`config.mk`:
```
export PLATFORM = sky130hd
export DESIGN_NAME = score_keeper
export DESIGN_NICKNAME = d
export VERILOG_FILES = /design/src/rtl/score_keeper.sv
export SDC_FILE = /design/constraint.sdc
export NUM_CORES = 1
export LEC_CHECK = 0
export BUFFER_PORTS_ARGS = -buffer_cell sky130_fd_sc_hd__buf_2
export CAP_MARGIN = 5
export CORE_ASPECT_RATIO = 0.7
export CORE_MARGIN = 2
export CORE_UTILIZATION = 45
export DETAILED_ROUTE_END_ITERATION = 16
export PLACE_DENSITY = 0.63
export SYNTH_ARGS = -nofsm -noshare
export SYNTH_HDL_FRONTEND = slang
export SYNTH_SLANG_ARGS = --single-unit
```
`constraint.sdc`:
```
create_clock -name clk -period 4.06 [get_ports clk]
set_input_delay 0.609 -clock clk [delete_from_list [all_inputs] [get_ports clk]]
set_output_delay 0.609 -clock clk [all_outputs]
set_load 0.1 [all_outputs]
```
`src/rtl/score_keeper.sv`:
```
// score_keeper
//   Detects goal events from the puck/field logic and keeps each player's
//   score as BCD digits for the seven-segment display. It also sequences the
//   pause after each goal and the end of the match.
//
// Ports
//   clk        in   system clock, rising edge
//   rst        in   asynchronous active-high reset
//   p1_goal    in   level, high while the puck sits in player 2's goal
//   p2_goal    in   level, high while the puck sits in player 1's goal
//   new_game   in   one-cycle request to restart the match
//   p1_ones    out  player 1 score, BCD ones digit
//   p1_tens    out  player 1 score, tens digit
//   p2_ones    out  player 2 score, BCD ones digit
//   p2_tens    out  player 2 score, tens digit
//   freeze     out  high while the puck must be held (HOLD or OVER)
//   scorer     out  during HOLD: 01 = P1 scored last, 10 = P2
//   game_over  out  high in OVER
//   winner     out  in OVER: 01 = P1 won, 10 = P2 won
module score_keeper #(
  parameter int WIN_SCORE   = 7,
  parameter int HOLD_CYCLES = 50_000_000,
  parameter int HOLD_W      = 26
) (
  input  logic       clk,
  input  logic       rst,
  input  logic       p1_goal,
  input  logic       p2_goal,
  input  logic       new_game,
  output logic [3:0] p1_ones,
  output logic [2:0] p1_tens,
  output logic [3:0] p2_ones,
  output logic [2:0] p2_tens,
  output logic       freeze,
  output logic [1:0] scorer,
  output logic       game_over,
  output logic [1:0] winner
);

  typedef enum logic [1:0] {PLAY, HOLD, OVER} state_t;

  state_t            state, state_nx;
  logic              p1_goal_q, p2_goal_q;
  logic              p1_rise, p2_rise;
  logic [HOLD_W-1:0] hold_cnt, hold_cnt_nx;
  logic [6:0]        p1_nx, p2_nx;
  logic [6:0]        p1_inc, p2_inc;
  logic [1:0]        scorer_nx, winner_nx;

  // Score digits are handled as one packed {tens[2:0], ones[3:0]} value.
  function automatic logic [6:0] bcd_inc(input logic [6:0] d);
    logic [6:0] r;
    if (d[3:0] == 4'd9) r = {d[6:4] + 3'd1, 4'd0};
    else                r = {d[6:4], d[3:0] + 4'd1};
    return r;
  endfunction

  function automatic logic is_win(input logic [6:0] d);
    logic [6:0] val;
    val = ({4'd0, d[6:4]} * 7'd10) + {3'd0, d[3:0]};
    return (val == 7'(WIN_SCORE));
  endfunction

  assign p1_rise = p1_goal & ~p1_goal_q;
  assign p2_rise = p2_goal & ~p2_goal_q;
  assign p1_inc  = bcd_inc({p1_tens, p1_ones});
  assign p2_inc  = bcd_inc({p2_tens, p2_ones});

  always_comb begin
    state_nx    = state;
    hold_cnt_nx = hold_cnt;
    p1_nx       = {p1_tens, p1_ones};
    p2_nx       = {p2_tens, p2_ones};
    scorer_nx   = scorer;
    winner_nx   = winner;
    if (new_game) begin
      // Restart wins over any goal edge seen in the same cycle.
      state_nx    = PLAY;
      hold_cnt_nx = '0;
      p1_nx       = '0;
      p2_nx       = '0;
      scorer_nx   = 2'b00;
      winner_nx   = 2'b00;
    end else begin
      case (state)
        PLAY: begin
          // Simultaneous rises are a field glitch and score nothing.
          if (p1_rise && !p2_rise) begin
            p1_nx = p1_inc;
            if (is_win(p1_inc)) begin
              state_nx  = OVER;
              winner_nx = 2'b01;
            end else begin
              state_nx    = HOLD;
              scorer_nx   = 2'b01;
              hold_cnt_nx = '0;
            end
          end else if (p2_rise && !p1_rise) begin
            p2_nx = p2_inc;
            if (is_win(p2_inc)) begin
              state_nx  = OVER;
              winner_nx = 2'b10;
            end else begin
              state_nx    = HOLD;
              scorer_nx   = 2'b10;
              hold_cnt_nx = '0;
            end
          end
        end
        HOLD: begin
          hold_cnt_nx = hold_cnt + 1'b1;
          if (hold_cnt == HOLD_W'(HOLD_CYCLES - 1)) begin
            state_nx  = PLAY;
            scorer_nx = 2'b00;
          end
        end
        OVER: ;
        default: state_nx = PLAY;
      endcase
    end
  end

  always_ff @(posedge clk or posedge rst) begin
    if (rst) begin
      state     <= PLAY;
      hold_cnt  <= '0;
      p1_goal_q <= 1'b0;
      p2_goal_q <= 1'b0;
      p1_ones   <= '0;
      p1_tens   <= '0;
      p2_ones   <= '0;
      p2_tens   <= '0;
      scorer    <= 2'b00;
      winner    <= 2'b00;
      freeze    <= 1'b0;
      game_over <= 1'b0;
    end else begin
      state     <= state_nx;
      hold_cnt  <= hold_cnt_nx;
      // History follows the inputs in every state so a level still high
      // when a pause ends cannot score again.
      p1_goal_q <= p1_goal;
      p2_goal_q <= p2_goal;
      {p1_tens, p1_ones} <= p1_nx;
      {p2_tens, p2_ones} <= p2_nx;
      scorer    <= scorer_nx;
      winner    <= winner_nx;
      freeze    <= (state_nx != PLAY);
      game_over <= (state_nx == OVER);
    end
  end

endmodule
```
; Yosys cells after proc, flatten, opt, wreduce, memory -nomap -nowiden
; Index checks and enable logic that the tools add are counted.
[totals]
regBits = 50
out_inout_bits = 20
[op_classes]
bitwise = 4
n_reduce_logical = 17
eq_ne = 14
n_addsub = 7
n_mul = 2
n_mux = 35
[op_table]
columns = operator, n
row1 = 26-bit two-way mux, 5
row2 = 7-bit two-way mux, 9
row3 = 26-bit case mux with 2 select lines, 1
row4 = 2-bit two-way mux, 18
row5 = 26-bit by 1-bit adder with 26-bit output (second input constant), 1
row6 = 26-bit equality test (second input constant), 1
row7 = 7-bit by 4-bit adder with 7-bit output, 2
row8 = 7-bit by 3-bit equality test with 1-bit output (second input constant), 2
row9 = 3-bit by 3-bit multiplier with 6-bit output (second input constant), 2
row10 = 4-bit != test (second input constant), 3
row11 = 3-bit nonzero test, 3
row12 = 4-bit by 1-bit adder with 4-bit output (second input constant), 2
row13 = 4-bit equality test (second input constant), 2
row14 = 4-bit AND reduction, 2
row15 = 2-bit nonzero test, 4
row16 = 3-bit by 1-bit adder with 3-bit output (second input constant), 2
row17 = 2-bit case mux with 3 select lines, 1
row18 = 5-bit AND reduction, 1
row19 = 2-bit equality test (second input constant), 2
row20 = 2-bit case mux with 2 select lines, 1
row21 = 3-bit by 2-bit != test with 1-bit output (second input constant), 1
row22 = 3-bit != test (second input constant), 1
row23 = 3-bit AND reduction, 1
row24 = 1-bit bitwise AND, 2
row25 = 7 further kinds, 10

; Longest topological paths before layout
; Gate-level depths: netlist (run 1).
[logic_depth]
ltp_word = 11
mapped_depth = 17
depth_no_buf = 14

; Worst setup path before layout (run 1)
; Ideal clock, no wire load.
[synth_timing]
path_kind = register to register
from = register p2_ones[0]
to = register hold_cnt[18]
path_stages_with_launch = 15
required_ps = 3983
slack_ps = -247
t_arrival_ps = 4229
cell_sequence = dfrtp_1 -> clkbuf_1 -> nor3b_1 -> nand2_1 -> xnor2_1 -> ha_1 -> ha_1 -> ha_1 -> and3_1 -> and3_1 -> o21ai_1 -> a221oi_4 -> buf_6 -> or4_1 -> a21oi_1
[synth_via]
elab_chain_len = 7
elab_cells_between_ends = 8
cone_classes = add/sub: 2 / mul: 1 / eq/ne: 3 / mux: 1 / reduce/logical: 1
[synth_rtl]
columns = item, line_no
row1 = from (decl), 32  ; output logic [3:0] p2_ones,
row2 = from (signal assigned), 145  ; {p2_tens, p2_ones} <= p2_nx;
row3 = 4-bit equality test, 53  ; if (d[3:0] == 4'd9) r = {d[6:4] + 3'd1, 4'd0};
row4 = 7-bit two-way mux (*), 53
row5 = 3-bit by 3-bit multiplier with 6-bit output, 60  ; val = ({4'd0, d[6:4]} * 7'd10) + {3'd0, d[3:0]};
row6 = 7-bit by 4-bit adder with 7-bit output (*), 60
row7 = 7-bit by 3-bit equality test with 1-bit output (*), 61  ; return (val == 7'(WIN_SCORE));
row8 = 4-bit != test (no source line) (*), --
row9 = 4-bit AND reduction (no source line) (*), --
row10 = to (signal assigned), 139  ; hold_cnt <= hold_cnt_nx;
row11 = to (decl), 45  ; logic [HOLD_W-1:0] hold_cnt, hold_cnt_nx;
; Every way passes the cells marked *; elsewhere a longest branch is shown, timed or not.
; A chain may end at the register's enable or synchronous reset.

; Worst setup path in the final report (run 1)
[layout_timing]
from = register p1_ones[1]
to = register hold_cnt[12]
[layout_via]
elab_chain_len = 7
elab_cells_between_ends = 8
cone_classes = add/sub: 2 / mul: 1 / eq/ne: 3 / mux: 1 / reduce/logical: 1
[layout_rtl]
columns = item, line_no
row1 = from (decl), 30  ; output logic [3:0] p1_ones,
row2 = from (signal assigned), 144  ; {p1_tens, p1_ones} <= p1_nx;
row3 = 4-bit equality test, 53
row4 = 7-bit two-way mux (*), 53
row5 = 3-bit by 3-bit multiplier with 6-bit output, 60
row6 = 7-bit by 4-bit adder with 7-bit output (*), 60
row7 = 7-bit by 3-bit equality test with 1-bit output (*), 61
row8 = 4-bit != test (no source line) (*), --
row9 = 4-bit AND reduction (no source line) (*), --
; Marked as above.

==> results of run 1 <==
[layer usage]
metal | track usage, % | up-vias
met5 | 0 | -
met3 | 4.416 | 7
met4 | 4.741 | 0
li1 | - | 1350
met1 | 31.58 | 1308
met2 | 28.17 | 56
[state kept, by name, indices dropped and copies added, names as in the netlist]
name	count
p2_ones	4
p2_tens	3
p2_goal_q	1
p1_ones	4
winner	2
p1_tens	3
state	2
scorer	2
hold_cnt	26
game_over	1
freeze	1
p1_goal_q	1
[power by group]
group | leakage, nW | internal (mW) | switching [mW]
Clock | 0.0383 | 0.119 | 0.172
Combinational | 0.859 | 0.0431 | 0.144
Sequential | 0.683 | 0.510 | 0.0182
[kinds of logic after synthesis]
family,count (synthesis),share of synthesized area (%)
flops,50,38.60
simple gates,150,25.16
fa+ha+maj,19,7.796
mux,15,4.786
compound gates,79,16.13
buf+inv,27,4.014
xor+xnor,13,3.512
[how the worst max path moves through the flow]
stage / from / end / slack (ps) / depth (start not counted)
3_5_place_dp: p1_ones[1]$_DFFE_PP0P_ / hold_cnt[12]$_DFFE_PP0P_ / 350 / 14
4_1_cts: p1_ones[1]$_DFFE_PP0P_ / hold_cnt[12]$_DFFE_PP0P_ / 330 / 14
3_3_place_gp: p1_ones[1]$_DFFE_PP0P_ / hold_cnt[12]$_DFFE_PP0P_ / 420 / 14
2_1_floorplan: p2_ones[0]$_DFFE_PP0P_ / hold_cnt[18]$_DFFE_PP0P_ / 10 / 14
5_1_grt: p1_ones[1]$_DFFE_PP0P_ / hold_cnt[22]$_DFFE_PP0P_ / 40 / 13
6_report: p1_ones[1]$_DFFE_PP0P_ / hold_cnt[12]$_DFFE_PP0P_ / 360 / 14
[worst reg2reg max path: cells and delay by family, from the launching register on]
family / cells / cell delay (ps)
muxes: 1 / 410
and+or+nand+nor: 4 / 890
AOI/OAI and AO/OA: 3 / 870
buffers and inverters: 3 / 410
DFF: 1 / 430
adders and majority gates: 3 / 620
[what timing repair did]
item,4_1_cts,5_1_grt
gates resized for setup,0,1
setup buffers,0,0
hold buffers,0,0
endpoints found under the setup margin,0,4
[cell type report]
class	count	share of cell area [%]
clock buffer	7	2.137
inverter	15	1.576
multi-input combinational	276	52.26
sequential	50	35.13
tap	94	3.292
timing repair buffer	33	5.604
[Yosys cell counts, drive strengths merged]
cell     instances
o41ai            1
nand4bb          1
a21oi           26
nor4b            1
o211a            1
o22ai            1
a211oi           3
nor2b            3
or3b             1
mux2i           11
mux2             4
nand4b           1
xor2             7
a31oi            1
nand3b           5
nand3           17
o31ai           10
nand2b          10
or4bb            1
dfrtp           50
ha              17
a21o             1
a2111oi          1
nor2            24
fa               2
xnor2            6
nand2           34
o21ai           25
nor3             9
and2             5
clkbuf           6
and3b            1
inv             15
o2bb2ai          1
or3              7
nand4            7
a221oi           3
buf              6
a22o             5
nor3b            1
or4              6
and3             9
nor4             7
[through the flow]
step	hold WS [ps]	setup WS [ps]	cells	instance area, sq um	power, mW
3_5_place_dp	467.9	353.7	468	3490	0.7235
6_report	413.1	363.5	475	3572	1.006
5_1_grt	410.8	42.38	475	3572	1.047
2_1_floorplan	444.7	11.63	353	3246	0.6774
4_1_cts	414.1	327.5	475	3566	1.008
3_3_place_gp	475.7	416.8	468	3490	0.7215
==> flow_results.xml, run 1 <==
<?xml version="1.0" encoding="UTF-8"?>
<metrics>
  <group name="logic_synthesis">
    <metric name="synth_area_leaders" unit="">sky130_fd_sc_hd__dfrtp_1, sky130_fd_sc_hd__ha_1, sky130_fd_sc_hd__nand2_1</metric>
    <metric name="number_of_synthesized_register_bits" unit="">50</metric>
    <metric name="syn_nets" unit="">377</metric>
    <metric name="synthCells" unit="">353</metric>
    <metric name="syn_area" unit="sq um">3242</metric>
    <metric name="share_of_the_yosys_chip_area_belonging_to_registers" unit="%">38.60</metric>
    <metric name="syn_avg_cell_area" unit="sq um">9.184</metric>
    <metric name="synth_largest_area_cell" unit="">sky130_fd_sc_hd__dfrtp_1</metric>
    <metric name="synth_cell_types" unit="">50</metric>
    <metric name="synthesis.yosys.warnings" unit="">0</metric>
    <metric name="synth.top_cell.area_share" unit="%">38.60</metric>
  </group>
  <group name="sta">
    <metric name="final_period_minus_worst_setup_slack" unit="ps">3697</metric>
    <metric name="max-slew-margin-rel" unit="%">41.03</metric>
    <metric name="setup_repair_after_global_routing_missed_its_margin" unit="">no</metric>
    <metric name="setup_tns" unit="ps">0</metric>
    <metric name="setup_viol_count_final" unit="">0</metric>
    <metric name="period_utilization" unit="%">91.05</metric>
    <metric name="highest_clock_rate" unit="GHz">0.2705</metric>
    <metric name="slew_viol_final" unit="">0</metric>
    <metric name="slew_worst_pin" unit="ps">876.5</metric>
    <metric name="timing_hold_violations_final" unit="">0</metric>
    <metric name="fin_skew" unit="ps">6.448</metric>
  </group>
  <group name="setup_path">
    <metric name="critical_path.top_delay_family" unit="">simple AND/OR/NAND/NOR gates</metric>
    <metric name="required" unit="ps">4310</metric>
    <metric name="cpMostUsedCell" unit="">sky130_fd_sc_hd__ha_1</metric>
    <metric name="worst-setup-path-type" unit="">register to register</metric>
    <metric name="timing.critical_path.cells" unit="">inv_1 &gt; ha_1 &gt; and3b_1 &gt; mux2i_1 &gt; inv_1 &gt; ha_1 &gt; ha_1 &gt; nand2_1 &gt; a2111oi_4 &gt; nand4b_4 &gt; a221oi_4 &gt; buf_12 &gt; nand2b_1 &gt; a22o_1</metric>
    <metric name="regToRegStartpoint" unit="">p1_ones[1]$_DFFE_PP0P_</metric>
    <metric name="setup.reg_to_reg.worst_slack" unit="ps">360</metric>
    <metric name="data_arrival_time_of_the_worst_path" unit="ps">3950</metric>
    <metric name="timing.critical_path.fanout_max" unit="">32</metric>
    <metric name="regToRegEndpoint" unit="">hold_cnt[12]$_DFFE_PP0P_</metric>
    <metric name="crit_buf_inv" unit="">3</metric>
    <metric name="timing.reg2reg.worst_path_depth" unit="">14</metric>
    <metric name="critical-path-slowest-cell" unit="">sky130_fd_sc_hd__dfrtp_1</metric>
    <metric name="start_kind" unit="">register</metric>
    <metric name="max_stage_delay" unit="ps">430</metric>
    <metric name="timing.critical_path.to_type" unit="">register</metric>
  </group>
  <group name="finish">
    <metric name="postLayoutCoreUtil" unit="%">52.15</metric>
    <metric name="share_of_cells_above_drive_strength_1" unit="%">13.91</metric>
    <metric name="final-seq-area" unit="sq um">1255</metric>
    <metric name="multi_input_comb_area" unit="sq um">1867</metric>
    <metric name="insertedDiodeCount" unit="">0</metric>
    <metric name="layout.filler_cells" unit="">645</metric>
    <metric name="area_growth_from_synthesis_to_layout" unit="%">10.19</metric>
    <metric name="layout.cells.most_common" unit="">sky130_fd_sc_hd__dfrtp_1</metric>
    <metric name="layout_common_cells" unit="">sky130_fd_sc_hd__dfrtp_1, sky130_fd_sc_hd__nand2_1, sky130_fd_sc_hd__nor2_1, sky130_fd_sc_hd__a21oi_1, sky130_fd_sc_hd__buf_2</metric>
    <metric name="fin_nets" unit="">405</metric>
  </group>
  <group name="place">
    <metric name="port_buffers" unit="">24</metric>
    <metric name="place.gp.congestion" unit="">0.8105</metric>
    <metric name="dp_hpwl" unit="mm">5.408</metric>
  </group>
  <group name="outcome">
    <metric name="run_status" unit="">completed</metric>
  </group>
  <group name="drt">
    <metric name="top_signal_layer_used" unit="">met4</metric>
    <metric name="drt_pre_antenna_iters" unit="">5</metric>
    <metric name="final_antenna_violating_net_count" unit="">0</metric>
    <metric name="drt_iter0_markers" unit="">162</metric>
    <metric name="routed-via-count" unit="">2721</metric>
    <metric name="met2WireLength" unit="mm">2.988</metric>
    <metric name="met3_wirelength" unit="microns">361</metric>
    <metric name="detail_route.vias_per_cell" unit="">5.728</metric>
    <metric name="route.final.wire_length" unit="mm">7.545</metric>
    <metric name="met1Wirelength" unit="mm">4.136</metric>
    <metric name="avgRoutedWirePerCell" unit="microns">15.88</metric>
    <metric name="count_of_unresolved_drc_violations_after_routing" unit="">0</metric>
  </group>
  <group name="clock_tree">
    <metric name="numCtsBuffers" unit="">5</metric>
    <metric name="cts_root_buffer" unit="">sky130_fd_sc_hd__clkbuf_8</metric>
    <metric name="cts_sinks" unit="">50</metric>
    <metric name="tritoncts_clock_tree" unit="">yes</metric>
    <metric name="worst_skew_pair.late_latency" unit="ps">310</metric>
    <metric name="cts_buffer_depth" unit="">2</metric>
    <metric name="cts_max_level" unit="">2</metric>
    <metric name="worst_setup_hold_path_clk_slew" unit="ps">90</metric>
  </group>
  <group name="grt">
    <metric name="groute.usage.overall" unit="%">20.21</metric>
    <metric name="number_of_global_route_vias_before_repair" unit="">2502</metric>
    <metric name="grt_antenna_before_repair" unit="">0</metric>
    <metric name="global_route.overflow_total" unit="">0</metric>
    <metric name="grt_pass1_wl" unit="mm">12.54</metric>
    <metric name="grt_max_degree" unit="">34</metric>
  </group>
  <group name="power">
    <metric name="power.static_leakage" unit="nW">1.580</metric>
    <metric name="power.ir.vdd_worst" unit="V">0.0002283</metric>
    <metric name="cellPowerDensity" unit="nW/um^2">281.6</metric>
  </group>
  <group name="die">
    <metric name="die_h" unit="microns">75.02</metric>
    <metric name="die_w" unit="microns">105.4</metric>
    <metric name="core_area" unit="sq um">6850</metric>
    <metric name="starting_density" unit="%">47.32</metric>
    <metric name="fp.dieArea" unit="sq um">7910</metric>
    <metric name="boundaryPins" unit="">25</metric>
    <metric name="placementRows" unit="">25</metric>
  </group>
  <group name="job">
    <metric name="drv_cap" unit="">0</metric>
  </group>
  <group name="worst_hold_path">
    <metric name="min_path_type" unit="">input pin to asynchronous set/reset pin</metric>
  </group>
</metrics>
No activity file was read; power rests on OpenSTA's default activity.
==> run 2, diff against run 1 <==
==> config.mk (replaced) <==
export PLATFORM = sky130hd
export DESIGN_NAME = score_keeper
export DESIGN_NICKNAME = d
export VERILOG_FILES = /design/src/rtl/score_keeper.sv
export SDC_FILE = /design/constraint.sdc
export NUM_CORES = 1
export LEC_CHECK = 0
export BUFFER_PORTS_ARGS = -buffer_cell sky130_fd_sc_hd__buf_4
export CAP_MARGIN = 5
export CORE_ASPECT_RATIO = 0.7
export CORE_MARGIN = 2
export CORE_UTILIZATION = 45
export DETAILED_ROUTE_END_ITERATION = 16
export PLACE_DENSITY = 0.65
export SYNTH_ARGS = -nofsm -noshare
export SYNTH_HDL_FRONTEND = slang
export SYNTH_SLANG_ARGS = --single-unit
==> constraint.sdc (replaced) <==
create_clock -name clk -period 3.05 [get_ports clk]
set_input_delay 0.4575 -clock clk [delete_from_list [all_inputs] [get_ports clk]]
set_output_delay 0.4575 -clock clk [all_outputs]
set_load 0.1 [all_outputs]
==> run 2 against run 1 <==
Against the previous run: the flow now finishes with violations (setup timing); via count increased by 4.7%; utilization increased by 7.9 points; worst setup slack got worse by 750 ps; critical path type unchanged; critical endpoint is now state[1]$_DFF_PP0_; cell area increased by 15%; power increased by 41%; first-iteration DRC count unchanged.
==> flow_results.xml, run 2 (synthesis results as in run 1) <==
<?xml version="1.0" encoding="UTF-8"?>
<metrics>
  <group name="sta">
    <metric name="setup_repair_after_global_routing_missed_its_margin" unit="">yes</metric>
    <metric name="timing_hold_violations_final" unit="">0</metric>
    <metric name="slew_worst_pin" unit="ps">851.2</metric>
    <metric name="postLayoutSetupSlackWorst" unit="ps">-390.8</metric>
    <metric name="period_utilization" unit="%">112.8</metric>
    <metric name="max-slew-margin-rel" unit="%">42.94</metric>
    <metric name="final_period_minus_worst_setup_slack" unit="ps">3441</metric>
    <metric name="setup_viol_count_final" unit="">33</metric>
    <metric name="highest_clock_rate" unit="GHz">0.2906</metric>
    <metric name="fin_skew" unit="ps">9.848</metric>
    <metric name="setup_tns" unit="ps">-10250</metric>
    <metric name="slew_viol_final" unit="">0</metric>
  </group>
  <group name="finish">
    <metric name="layout.cells.most_common" unit="">sky130_fd_sc_hd__buf_4</metric>
    <metric name="top_regs" unit="">hold_cnt x26, p1_ones x4, p2_ones x4</metric>
    <metric name="layout.filler_cells" unit="">608</metric>
    <metric name="share_of_cells_above_drive_strength_1" unit="%">31.88</metric>
    <metric name="largest_register_ff_count" unit="">26</metric>
    <metric name="final-instance-count-excl-fill" unit="">508</metric>
    <metric name="registers.top_by_ff_count" unit="">hold_cnt</metric>
    <metric name="insertedDiodeCount" unit="">0</metric>
    <metric name="fin_nets" unit="">437</metric>
    <metric name="layout_common_cells" unit="">sky130_fd_sc_hd__buf_4, sky130_fd_sc_hd__dfrtp_1, sky130_fd_sc_hd__nand2_1</metric>
    <metric name="finish.instance_area" unit="sq um">4111</metric>
    <metric name="area_growth_from_synthesis_to_layout" unit="%">26.82</metric>
  </group>
  <group name="drt">
    <metric name="avgRoutedWirePerCell" unit="microns">15.93</metric>
    <metric name="final_antenna_violating_net_count" unit="">0</metric>
    <metric name="detail_route.vias_per_cell" unit="">5.608</metric>
    <metric name="count_of_unresolved_drc_violations_after_routing" unit="">0</metric>
    <metric name="drt_iter0_markers" unit="">162</metric>
    <metric name="routed-via-count" unit="">2849</metric>
    <metric name="route.final.wire_length" unit="mm">8.092</metric>
    <metric name="drt_pre_antenna_iters" unit="">4</metric>
  </group>
  <group name="clock_tree">
    <metric name="cts_hold_buffers" unit="">0</metric>
    <metric name="cts_max_level" unit="">2</metric>
    <metric name="numCtsBuffers" unit="">5</metric>
    <metric name="cts_sinks" unit="">50</metric>
    <metric name="tritoncts_clock_tree" unit="">yes</metric>
    <metric name="cts_root_buffer" unit="">sky130_fd_sc_hd__clkbuf_8</metric>
    <metric name="worst_setup_hold_path_clk_slew" unit="ps">100</metric>
    <metric name="cts_buffer_depth" unit="">2</metric>
    <metric name="worst_skew_pair.late_latency" unit="ps">300</metric>
  </group>
  <group name="die">
    <metric name="die_w" unit="microns">105.4</metric>
    <metric name="fp.dieArea" unit="sq um">7910</metric>
    <metric name="boundaryPins" unit="">25</metric>
    <metric name="die_h" unit="microns">75.02</metric>
    <metric name="placementRows" unit="">25</metric>
    <metric name="starting_density" unit="%">47.32</metric>
    <metric name="core_area" unit="sq um">6850</metric>
  </group>
  <group name="grt">
    <metric name="global_route.overflow_total" unit="">0</metric>
    <metric name="grt_antenna_before_repair" unit="">0</metric>
    <metric name="grt_max_degree" unit="">35</metric>
    <metric name="groute.usage.overall" unit="%">21.44</metric>
    <metric name="number_of_global_route_vias_before_repair" unit="">2649</metric>
    <metric name="grt_pass1_wl" unit="mm">13.38</metric>
  </group>
  <group name="power">
    <metric name="cellPowerDensity" unit="nW/um^2">344.3</metric>
    <metric name="p_int" unit="mW">0.9517</metric>
    <metric name="net_sw_share" unit="%">32.78</metric>
    <metric name="power.ir.vdd_worst" unit="V">0.0002460</metric>
    <metric name="power.static_leakage" unit="nW">1.773</metric>
    <metric name="total_switching_power" unit="mW">0.4641</metric>
    <metric name="relative_contribution_of_sequential_cells_to_total_power" unit="%">49.5</metric>
    <metric name="clockPowerShare" unit="%">29.4</metric>
    <metric name="power_frac_comb" unit="%">21.0</metric>
  </group>
  <group name="setup_path">
    <metric name="timing.critical_path.cells" unit="">inv_2 &gt; ha_4 &gt; and3b_2 &gt; xor2_2 &gt; ha_2 &gt; inv_2 &gt; fa_1 &gt; nand2b_4 &gt; a2111oi_4 &gt; nand4b_4 &gt; buf_6 &gt; and2_4 &gt; or3b_4 &gt; a21oi_2</metric>
    <metric name="critical_path.top_delay_family" unit="">simple AND/OR/NAND/NOR gates</metric>
    <metric name="timing.critical_path.to_type" unit="">register</metric>
    <metric name="timing.critical_path.fanout_max" unit="">7</metric>
    <metric name="regToRegEndpoint" unit="">state[1]$_DFF_PP0_</metric>
    <metric name="timing.reg2reg.worst_path_depth" unit="">14</metric>
    <metric name="critical-path-slowest-cell" unit="">sky130_fd_sc_hd__fa_1</metric>
    <metric name="setup.reg_to_reg.worst_slack" unit="ps">-390</metric>
    <metric name="data_arrival_time_of_the_worst_path" unit="ps">3670</metric>
    <metric name="regToRegStartpoint" unit="">p1_ones[1]$_DFFE_PP0P_</metric>
    <metric name="worst-setup-path-type" unit="">register to register</metric>
    <metric name="required" unit="ps">3270</metric>
    <metric name="crit_buf_inv" unit="">3</metric>
    <metric name="start_kind" unit="">register</metric>
    <metric name="cpMostUsedCell" unit="">sky130_fd_sc_hd__inv_2</metric>
    <metric name="max_stage_delay" unit="ps">480</metric>
  </group>
  <group name="worst_hold_path">
    <metric name="worstHoldStart" unit="">p1_goal</metric>
    <metric name="worst_hold_path.num_cells" unit="">1</metric>
    <metric name="min_path_type" unit="">input pin to register</metric>
    <metric name="hold_end" unit="">p1_goal_q$_DFF_PP0_</metric>
  </group>
  <group name="place">
    <metric name="port_buffers" unit="">24</metric>
    <metric name="place.gp.congestion" unit="">0.8145</metric>
    <metric name="dpl.cell_count" unit="">495</metric>
    <metric name="dpl_worst_slack" unit="ps">-458.8</metric>
    <metric name="dp_hpwl" unit="mm">5.740</metric>
    <metric name="placed_area" unit="sq um">3862</metric>
  </group>
  <group name="outcome">
    <metric name="failing_checks" unit="">setup timing</metric>
    <metric name="run_status" unit="">complete, but fails checks</metric>
  </group>
  <group name="job">
    <metric name="drv_cap" unit="">0</metric>
  </group>
</metrics>
[run 2: changes by cell type in the layout (fill, tap and decap cells not counted), sizes merged]
cell and change:
buf +32, clkbuf -1, clkinv +1, clkinvlp +1
[run 2: layout make-up]
class                      count  area [sq um]  share of cell area [%]
timing repair buffer          65         511.7                   12.45
sequential                    50          1265                   30.77
multi-input combinational    276          2066                   50.24
inverter                      15         56.30                   1.369
clock buffer                   6         82.58                   2.009
clock inverter                 2         12.51                  0.3043
tap                           94         117.6                   2.861
[run 2: what timing repair did]
action | CTS | global route
setup buffers | 4 | 1
endpoints found under the setup margin | 33 | 33
pin swaps | 16 | 6
gates resized for setup | 22 | 8
endpoints found under the hold margin | 0 | 0
gates cloned | 0 | 0
[run 2: layer usage]
metal  vias up  GRT usage, %  wire length (microns)
met1      1393         33.21                   4369
met4         0         3.556                     24
li1       1406             -                      -
met5         -             0                      0
met3         2         3.723                    351
met2        48         31.83                   3346
[run 2: through the flow]
stage | total power, mW | utilization, % | hold WS, ps
finish | 1.416 | 60.02 | 267.1
global placement | 0.9909 | 56.38 | 466.6
CTS | 1.418 | 59.51 | 261.8
detailed placement | 0.9954 | 56.38 | 472.9
floorplan | 0.9093 | - | 444.7
global route | 1.491 | 60.02 | 254.7
[run 2: power by group through the flow]
stage | combinational [mW] | clock (mW) | sequential [mW]
after floorplan | 0.129 | 0 | 0.780
after global placement | 0.277 | 0 | 0.713
after detailed placement | 0.282 | 0 | 0.714
after CTS | 0.289 | 0.428 | 0.701
after global routing | 0.321 | 0.467 | 0.704
final | 0.298 | 0.417 | 0.701
[run 2: worst reg2reg max path: stages (launching register included)]
cell and delay [ps]:
sky130_fd_sc_hd__dfrtp_2 420, sky130_fd_sc_hd__inv_2 70, sky130_fd_sc_hd__ha_4 120, sky130_fd_sc_hd__and3b_2 300, sky130_fd_sc_hd__xor2_2 210, sky130_fd_sc_hd__ha_2 210
sky130_fd_sc_hd__inv_2 40, sky130_fd_sc_hd__fa_1 480, sky130_fd_sc_hd__nand2b_4 170, sky130_fd_sc_hd__a2111oi_4 320, sky130_fd_sc_hd__nand4b_4 180, sky130_fd_sc_hd__buf_6 170
sky130_fd_sc_hd__and2_4 140, sky130_fd_sc_hd__or3b_4 390, sky130_fd_sc_hd__a21oi_2 150
[run 2: worst max-delay path by stage]
stage / startpoint / end / slack (ps) / depth (start not counted)
after floorplan: p1_ones[0]$_DFFE_PP0P_ / hold_cnt[16]$_DFFE_PP0P_ / -530 / 16
after global placement: p1_ones[1]$_DFFE_PP0P_ / hold_cnt[8]$_DFFE_PP0P_ / -360 / 15
after detailed placement: p1_ones[1]$_DFFE_PP0P_ / game_over$_DFF_PP0_ / -460 / 14
after CTS: p1_ones[1]$_DFFE_PP0P_ / scorer[0]$_DFFE_PP0P_ / -320 / 14
after global routing: p1_ones[1]$_DFFE_PP0P_ / scorer[0]$_DFFE_PP0P_ / -530 / 14
final: p1_ones[1]$_DFFE_PP0P_ / state[1]$_DFF_PP0_ / -390 / 14
